### src/rtl/msi_irq_dispatch.sv
// msi_irq_dispatch: edge-detected interrupt sources with per-vector pending bits,
// round-robin selection and one-at-a-time MSI handoff to the downstream AXI write master.
module msi_irq_dispatch #(
    parameter int NUM_VEC = 8,
    parameter int HOLDOFF = 4,
    parameter int TIMEOUT = 1024
) (
    input  logic               clk,
    input  logic               rst,
    input  logic [NUM_VEC-1:0] irq_in,
    input  logic               msi_enable,
    input  logic [NUM_VEC-1:0] vec_mask,
    input  logic [31:0]        cfg_msi_addr,
    input  logic [15:0]        cfg_msi_data,
    input  logic [2:0]         cfg_mme,
    input  logic [7:0]         mst_state,
    output logic               msi_start,
    output logic [31:0]        msi_addr,
    output logic [15:0]        msi_data,
    output logic [NUM_VEC-1:0] pending,
    output logic               busy,
    output logic [15:0]        issue_count,
    output logic               err_timeout
);
    localparam int VW = (NUM_VEC > 1) ? $clog2(NUM_VEC) : 1;
    localparam int CW = $clog2(TIMEOUT + HOLDOFF + 1);

    typedef enum logic [1:0] {S_IDLE, S_REQ, S_WAIT, S_GAP} state_t;
    state_t state, state_next;

    logic [NUM_VEC-1:0] irq_q, set_v, clr_v, rearm_v, eligible;
    logic [VW-1:0]      rr_ptr, sel_vec, cur_vec, cand;
    logic               sel_found, take, req_ack, req_abort, gap_done;
    logic [CW-1:0]      cnt;
    int                 sel_idx;

    // Vectors beyond the allocated count alias onto the low data bits.
    function automatic logic [15:0] msi_data_f(input logic [15:0] base, input logic [2:0] mme,
                                               input logic [VW-1:0] vec);
        logic [15:0] m;
        m = 16'((17'd1 << mme) - 17'd1);
        return (base & ~m) | (16'(vec) & m);
    endfunction

    function automatic logic [VW-1:0] vec_inc(input logic [VW-1:0] v);
        return (int'(v) == NUM_VEC - 1) ? '0 : v + 1'b1;
    endfunction

    assign set_v     = irq_in & ~irq_q;
    assign eligible  = pending & ~vec_mask;
    assign take      = (state == S_IDLE) && msi_enable && sel_found;
    assign req_ack   = (state == S_REQ) && (mst_state != 8'd0);
    assign req_abort = (state == S_REQ) && (mst_state == 8'd0) && (cnt == CW'(TIMEOUT - 1));
    assign gap_done  = (state == S_GAP) && (cnt == CW'(HOLDOFF - 1));
    assign clr_v     = take ? (NUM_VEC'(1) << sel_vec) : '0;
    assign rearm_v   = req_abort ? (NUM_VEC'(1) << cur_vec) : '0;

    // Round-robin search starting at rr_ptr, wrapping at NUM_VEC.
    always_comb begin
        sel_found = 1'b0;
        sel_vec   = '0;
        sel_idx   = 0;
        cand      = '0;
        for (int i = 0; i < NUM_VEC; i++) begin
            sel_idx = int'(rr_ptr) + i;
            if (sel_idx >= NUM_VEC) sel_idx = sel_idx - NUM_VEC;
            cand = VW'(sel_idx);
            if (!sel_found && eligible[cand]) begin
                sel_found = 1'b1;
                sel_vec   = cand;
            end
        end
    end

    always_ff @(posedge clk) begin
        if (rst) state <= S_IDLE;
        else     state <= state_next;
    end

    always_comb begin
        state_next = state;
        case (state)
            S_IDLE: if (take) state_next = S_REQ;
            S_REQ: begin
                if (req_ack)        state_next = S_WAIT;
                else if (req_abort) state_next = S_GAP;
            end
            S_WAIT: if (mst_state == 8'd0) state_next = S_GAP;
            S_GAP:  if (gap_done) state_next = S_IDLE;
            default: state_next = S_IDLE;
        endcase
    end

    always_comb begin
        msi_start = (state == S_REQ);
        busy      = (state != S_IDLE);
    end

    always_ff @(posedge clk) begin
        if (rst) begin
            irq_q       <= '0;
            pending     <= '0;
            rr_ptr      <= '0;
            cur_vec     <= '0;
            cnt         <= '0;
            msi_addr    <= '0;
            msi_data    <= '0;
            issue_count <= '0;
            err_timeout <= 1'b0;
        end else begin
            irq_q   <= irq_in;
            pending <= (pending & ~clr_v) | set_v | rearm_v;
            // One counter serves both the request timeout and the post-request holdoff.
            if (state_next != state)                  cnt <= '0;
            else if (state == S_REQ || state == S_GAP) cnt <= cnt + 1'b1;
            if (take) begin
                cur_vec  <= sel_vec;
                rr_ptr   <= vec_inc(sel_vec);
                msi_addr <= cfg_msi_addr;
                msi_data <= msi_data_f(cfg_msi_data, cfg_mme, sel_vec);
            end
            if (req_ack)   issue_count <= issue_count + 16'd1;
            if (req_abort) err_timeout <= 1'b1;
        end
    end
endmodule

### config.mk
export PLATFORM = sky130hd
export DESIGN_NAME = msi_irq_dispatch
export DESIGN_NICKNAME = d
export VERILOG_FILES = /design/src/rtl/msi_irq_dispatch.sv
export SDC_FILE = /design/constraint.sdc
export NUM_CORES = 1
export LEC_CHECK = 0
export CORE_MARGIN = 4
export CORE_UTILIZATION = 40
export CTS_CLUSTER_SIZE = 25
export DETAILED_ROUTE_END_ITERATION = 8
export DONT_BUFFER_PORTS = 1
export GPL_TIMING_DRIVEN = 0
export PLACE_DENSITY = 0.63
export SYNTH_ARGS = -nofsm -noshare
export SYNTH_HDL_FRONTEND = slang
export SYNTH_SLANG_ARGS = --single-unit
### constraint.sdc
create_clock -name clk -period 4.3 [get_ports clk]
set_clock_uncertainty 0.1 [all_clocks]
set_input_delay 0 -clock clk [delete_from_list [all_inputs] [get_ports clk]]
set_output_delay 0 -clock clk [all_outputs]
set_load 0.01 [all_outputs]
* Word-level counts from Yosys, hierarchy flattened
Index checks and enable logic that the tools add are counted.
Word-level totals: register bits after elaboration 100, output and inout port bits 75, logic and storage cells 142
Operators by class: muxes and demuxes 49, shift-type cells 3, order comparisons 16, add/sub/neg operators 19, bitwise gates (word level) 12, equality and inequality tests 7, reductions and logical operators 26
Operator list (count):
- 2-to-1 mux 3 bit | 17
- < comparator 3 x 4 -> 1 bit, second input constant | 8
- greater-or-equal comparator 4 bit, second input constant | 7
- AND 8 bit | 3
- binary-select mux 1 bit (select 3 bit) | 8
- inverter 8 bit | 3
- subtractor 3 x 1 -> 3 bit, second input constant | 8
- adder 16 x 1 -> 16 bit, second input constant | 1
- adder 3 x 3 -> 4 bit, second input constant | 4
- AND 16 bit | 1
- AND 3 x 16 -> 16 bit | 1
- 2-to-1 mux 1 bit | 16
- 2-to-1 mux 8 bit | 2
- inverter 16 bit | 1
- OR 16 bit | 1
- OR 8 bit | 2
- left shift 1 x 3 -> 16 bit, first input constant | 1
- left shift 1 x 3 -> 8 bit, first input constant | 2
- subtractor 16 x 1 -> 16 bit, second input constant | 1
- logical AND 1 bit | 13
- adder 11 x 1 -> 11 bit, second input constant | 1
- equality test 11 x 10 -> 1 bit, second input constant | 1
- equality test 11 x 2 -> 1 bit, second input constant | 1
- 2-to-1 mux 2 bit | 5
- 16 further kinds | 24

* Longest topological paths before layout
word-level depth 32, mapped depth 18, gate-level depth less buffers 15

* Worst setup path after synthesis
No wires, ideal clock.
path type register to register, from register rr_ptr[1], to register rr_ptr[0], arrival 3.704 ns, period minus slack after synthesis 3.875 ns, path buffers 1, slack 0.425 ns, stages on the path, launching flop included 16, path through dfxtp_1 clkbuf_1 inv_2 ha_1 xnor2_1 mux4_2 mux2i_1 nand2_1 a21o_1 a31oi_1 a211o_2 inv_1 ha_1 ha_1 or3_1 a21oi_1
Between the ends: cells in the longest elaborated chain, start to end 28, elaborated cells between the ends (all ways) 81, classes of those cells add/sub (16); order compare (8); eq/ne (1); mux (41); reduce/logical (15)
Ends and longest elaborated chain:
- from (decl) | line 32 | logic [VW-1:0] rr_ptr, sel_vec, cur_vec, cand;
- from (signal assigned) | line 118 | rr_ptr <= vec_inc(sel_vec);
- parallel branches: the longest is 28 deep, another holds adder 3 x 1 -> 4 bit
Several ways; the timed one is not identified. The select of a mux whose other input is x is not followed. A chain may end at the register's enable or synchronous reset.

* Worst setup path after layout
from register rr_ptr[0], to register rr_ptr[0]
Same word-level chain as after synthesis.

==> results.cfg <==
[drt]
routed_wl_um = 15700
wl_per_cell_um = 17.8
postRouteAntennaNets = 0
firstDrtPassIters = 5
first_iter_violations = 415
avgViaCountPerCell = 5.62
vias = 4947
drcViolationCount = 0

[cts]
cts.clk_slew.worst_paths_ps = 70
cts_num_sinks = 100
h-tree-depth = 3
max-clock-path-buffers = 2
cts_root_buf = clkbuf_16
clk_latency_ps = 340
cts_tree = built
cts_buffers = 9

[sta]
hold_violations = 0
finalMaxSlewViolations = 0
slew_headroom_pct = 55.7
timing.final.crit_share_pct = 93.2
tightest_slew_ps = 663
fmax_mhz = 249
setup_tns_ps = 0
setup_slack_ps = 291
period_minus_slack_ps = 4010
setup_violations = 0

[critical_path]
crit_type = reg -> reg
cp-end-kind = register
r2r_slack_ps = 290
crit_chain = buf_4 > inv_2 > buf_6 > ha_1 > xnor2_4 > mux4_2 > mux2i_2 > o21ai_1 > a2bb2oi_1 > o21ai_0 > a211o_2 > inv_1 > ha_1 > ha_1 > or3_1 > a21oi_1
start_kind = register
max_stage_delay_ps = 550
path_max_fanout = 10
path_common_cell = ha_1
critPathRequiredTime_ps = 4470
slowest_stage = mux4_2
arrival_ps = 4170

[synth]
syn-cell-area_um2 = 5240
async_flop_share_pct = 0
synth_cell_types = 61
ys_warn_count = 0
syn_nets = 707
ys.flop_type = dfxtp_1
yosysSeqAreaShare_pct = 38.2
ys_seq_elements = 100
postSynthCellCount = 621
avgSynthCellArea_um2 = 8.44
synth_edf_count = 0

[global_routing]
grt_pass1_wl_um = 24800
antenna_found_initial = 1
grt_overflow = 0
grt_pass1_vias = 5011
gr-usage-all-layers_pct = 20.5
grt_start_max_net_pins = 17

[placement]
placedCellCount = 793
io_buffers = 0
place_ws_ps = -215
dp_hpwl_um = 11000
gp_congestion = 0.919

[floorplan]
die_w_um = 122
die_area_um2 = 15000
rows = 41
core_um2 = 12700
pin_count = 153
die_y_um = 122
initial_core_util_pct = 41.2

[cells_and_area]
final_cells = 880
final_cell_mix = nand2_1, dfxtp_1, dlygate4sd3_1
final_common_cell = nand2_1
num-nets-final = 788
syn_to_final_growth_pct = 24.2
n_fill_cell = 1186
drive_gt1_share_pct = 10.2
final_util_pct = 51.2

[power]
p_leak_nw = 2.39
power_density_nw_per_um2 = 629
irDropWorstVdd_uv = 239
power_mw = 4.09

[run]
drv_cap = 0

[min_path]
hold_path_class = in -> reg

[run_status]
run_status = finished, final reports clean
## layout make-up
class,instances,area (um2),area share [%]
clock buffer,10,229,3.52
multi-input combinational,461,2990,46.0
buffer,35,184,2.83
clock inverter,6,88.8,1.36
timing repair buffer,70,696,10.7
antenna,1,2.50,0.0384
sequential,100,2000,30.8
tap,172,215,3.31
inverter,25,97.6,1.50
## metal layers
layer	up-vias	global-route usage (%)	wire (um)
met3	49	4.33	1220
met1	2325	24.3	6080
met4	0	9.52	508
met5	-	0	0
li1	2336	-	-
met2	237	35.6	7880
## logic make-up (layout without fill, tap and decap cells)
logic type / after synthesis / after routing / synth area share [%]
AO/OA/AOI/OAI: 121 / 121 / 14.5
AND/OR/NAND/NOR: 268 / 268 / 24.1
flip-flops: 100 / 100 / 38.2
adder cells (fa/ha/maj): 8 / 8 / 1.91
buffers and inverters: 60 / 146 / 5.21
multiplexers: 37 / 37 / 11.5
other: 0 / 1 / 0
XOR/XNOR: 27 / 27 / 4.51
## worst paths after layout
path                                           startpoint                   endpoint  cells after the start
worst max-delay path               rr_ptr[0]$_SDFFE_PP0P_     rr_ptr[0]$_SDFFE_PP0P_                     16
worst min-delay path                         mst_state[6]        state[0]$_SDFF_PP0_                      6
worst max register to register     rr_ptr[0]$_SDFFE_PP0P_     rr_ptr[0]$_SDFFE_PP0P_                     16
worst min register to register  msi_addr[27]$_SDFFE_PP0P_  msi_addr[27]$_SDFFE_PP0P_                      2
## power breakdown
part | switching (mW) | leakage, nW | internal [mW]
logic | 1.15 | 1.43 | 0.768
clock network | 0.355 | 0.149 | 0.510
registers | 0.212 | 0.817 | 1.10
total | 1.71 | 2.39 | 2.38
## synth_stat cells, drive strengths merged, types with 2 or more instances
| cell | n | area share [%] |
|---|---|---|
| nor2b | 12 | 1.4 |
| o21ai | 16 | 1.5 |
| mux2i | 20 | 4.3 |
| xnor2 | 11 | 1.8 |
| or4 | 3 | 0.43 |
| nor3 | 9 | 0.86 |
| nand2b | 12 | 1.4 |
| and4 | 3 | 0.50 |
| o31ai | 3 | 0.43 |
| nor4 | 4 | 0.60 |
| nor2 | 56 | 4.2 |
| mux4 | 16 | 6.9 |
| or3 | 7 | 0.84 |
| o211ai | 6 | 0.86 |
| o22ai | 6 | 0.72 |
| clkbuf | 16 | 1.1 |
| nor4b | 2 | 0.33 |
| o32ai | 3 | 0.50 |
| ha | 8 | 1.9 |
| nand3 | 24 | 2.5 |
| nand2 | 110 | 7.9 |
| a221oi | 2 | 0.45 |
| a31oi | 4 | 0.76 |
| nand4 | 10 | 1.2 |
| a211oi | 2 | 0.38 |
| a31o | 2 | 0.33 |
| inv | 24 | 1.7 |
| buf | 19 | 2.3 |
| and2 | 4 | 0.48 |
| xor2 | 16 | 2.7 |
| dfxtp | 100 | 38 |
| a21oi | 65 | 6.2 |
| and3 | 10 | 1.2 |
## state kept, by name, indices dropped and copies added (netlist names)
name / count
pending: 8
rr_ptr: 3
err_timeout: 1
msi_data: 16
cur_vec: 3
issue_count: 16
irq_q: 8
cnt: 11
msi_addr: 32
state: 2
## through the flow
step           area [um2]  hold WS, ps
4_1_cts              6450         39.5
3_5_place_dp         5450         42.8
6_report             6510         54.5
5_1_grt              6510         98.4
3_3_place_gp         5450         35.9
2_1_floorplan        5240         28.2
## repair_timing
action | in CTS | in global routing
hold buffers | 68 | 0
setup endpoints to repair | 4 | 7
resized for setup | 1 | 9
cloned | 0 | 0
pin swaps | 0 | 1
hold endpoints to repair | 65 | 0
setup buffers | 0 | 2
## critical path, delay by kind of cell, from the launching register on
family	cells	cell delay, ps
adder cells (fa/ha/maj)	3	720
AO/OA/AOI/OAI	5	830
XOR/XNOR	1	250
AND/OR/NAND/NOR	1	370
multiplexers	2	790
flip-flops	1	340
buffers and inverters	4	520
(Power assumes the default switching activity.)
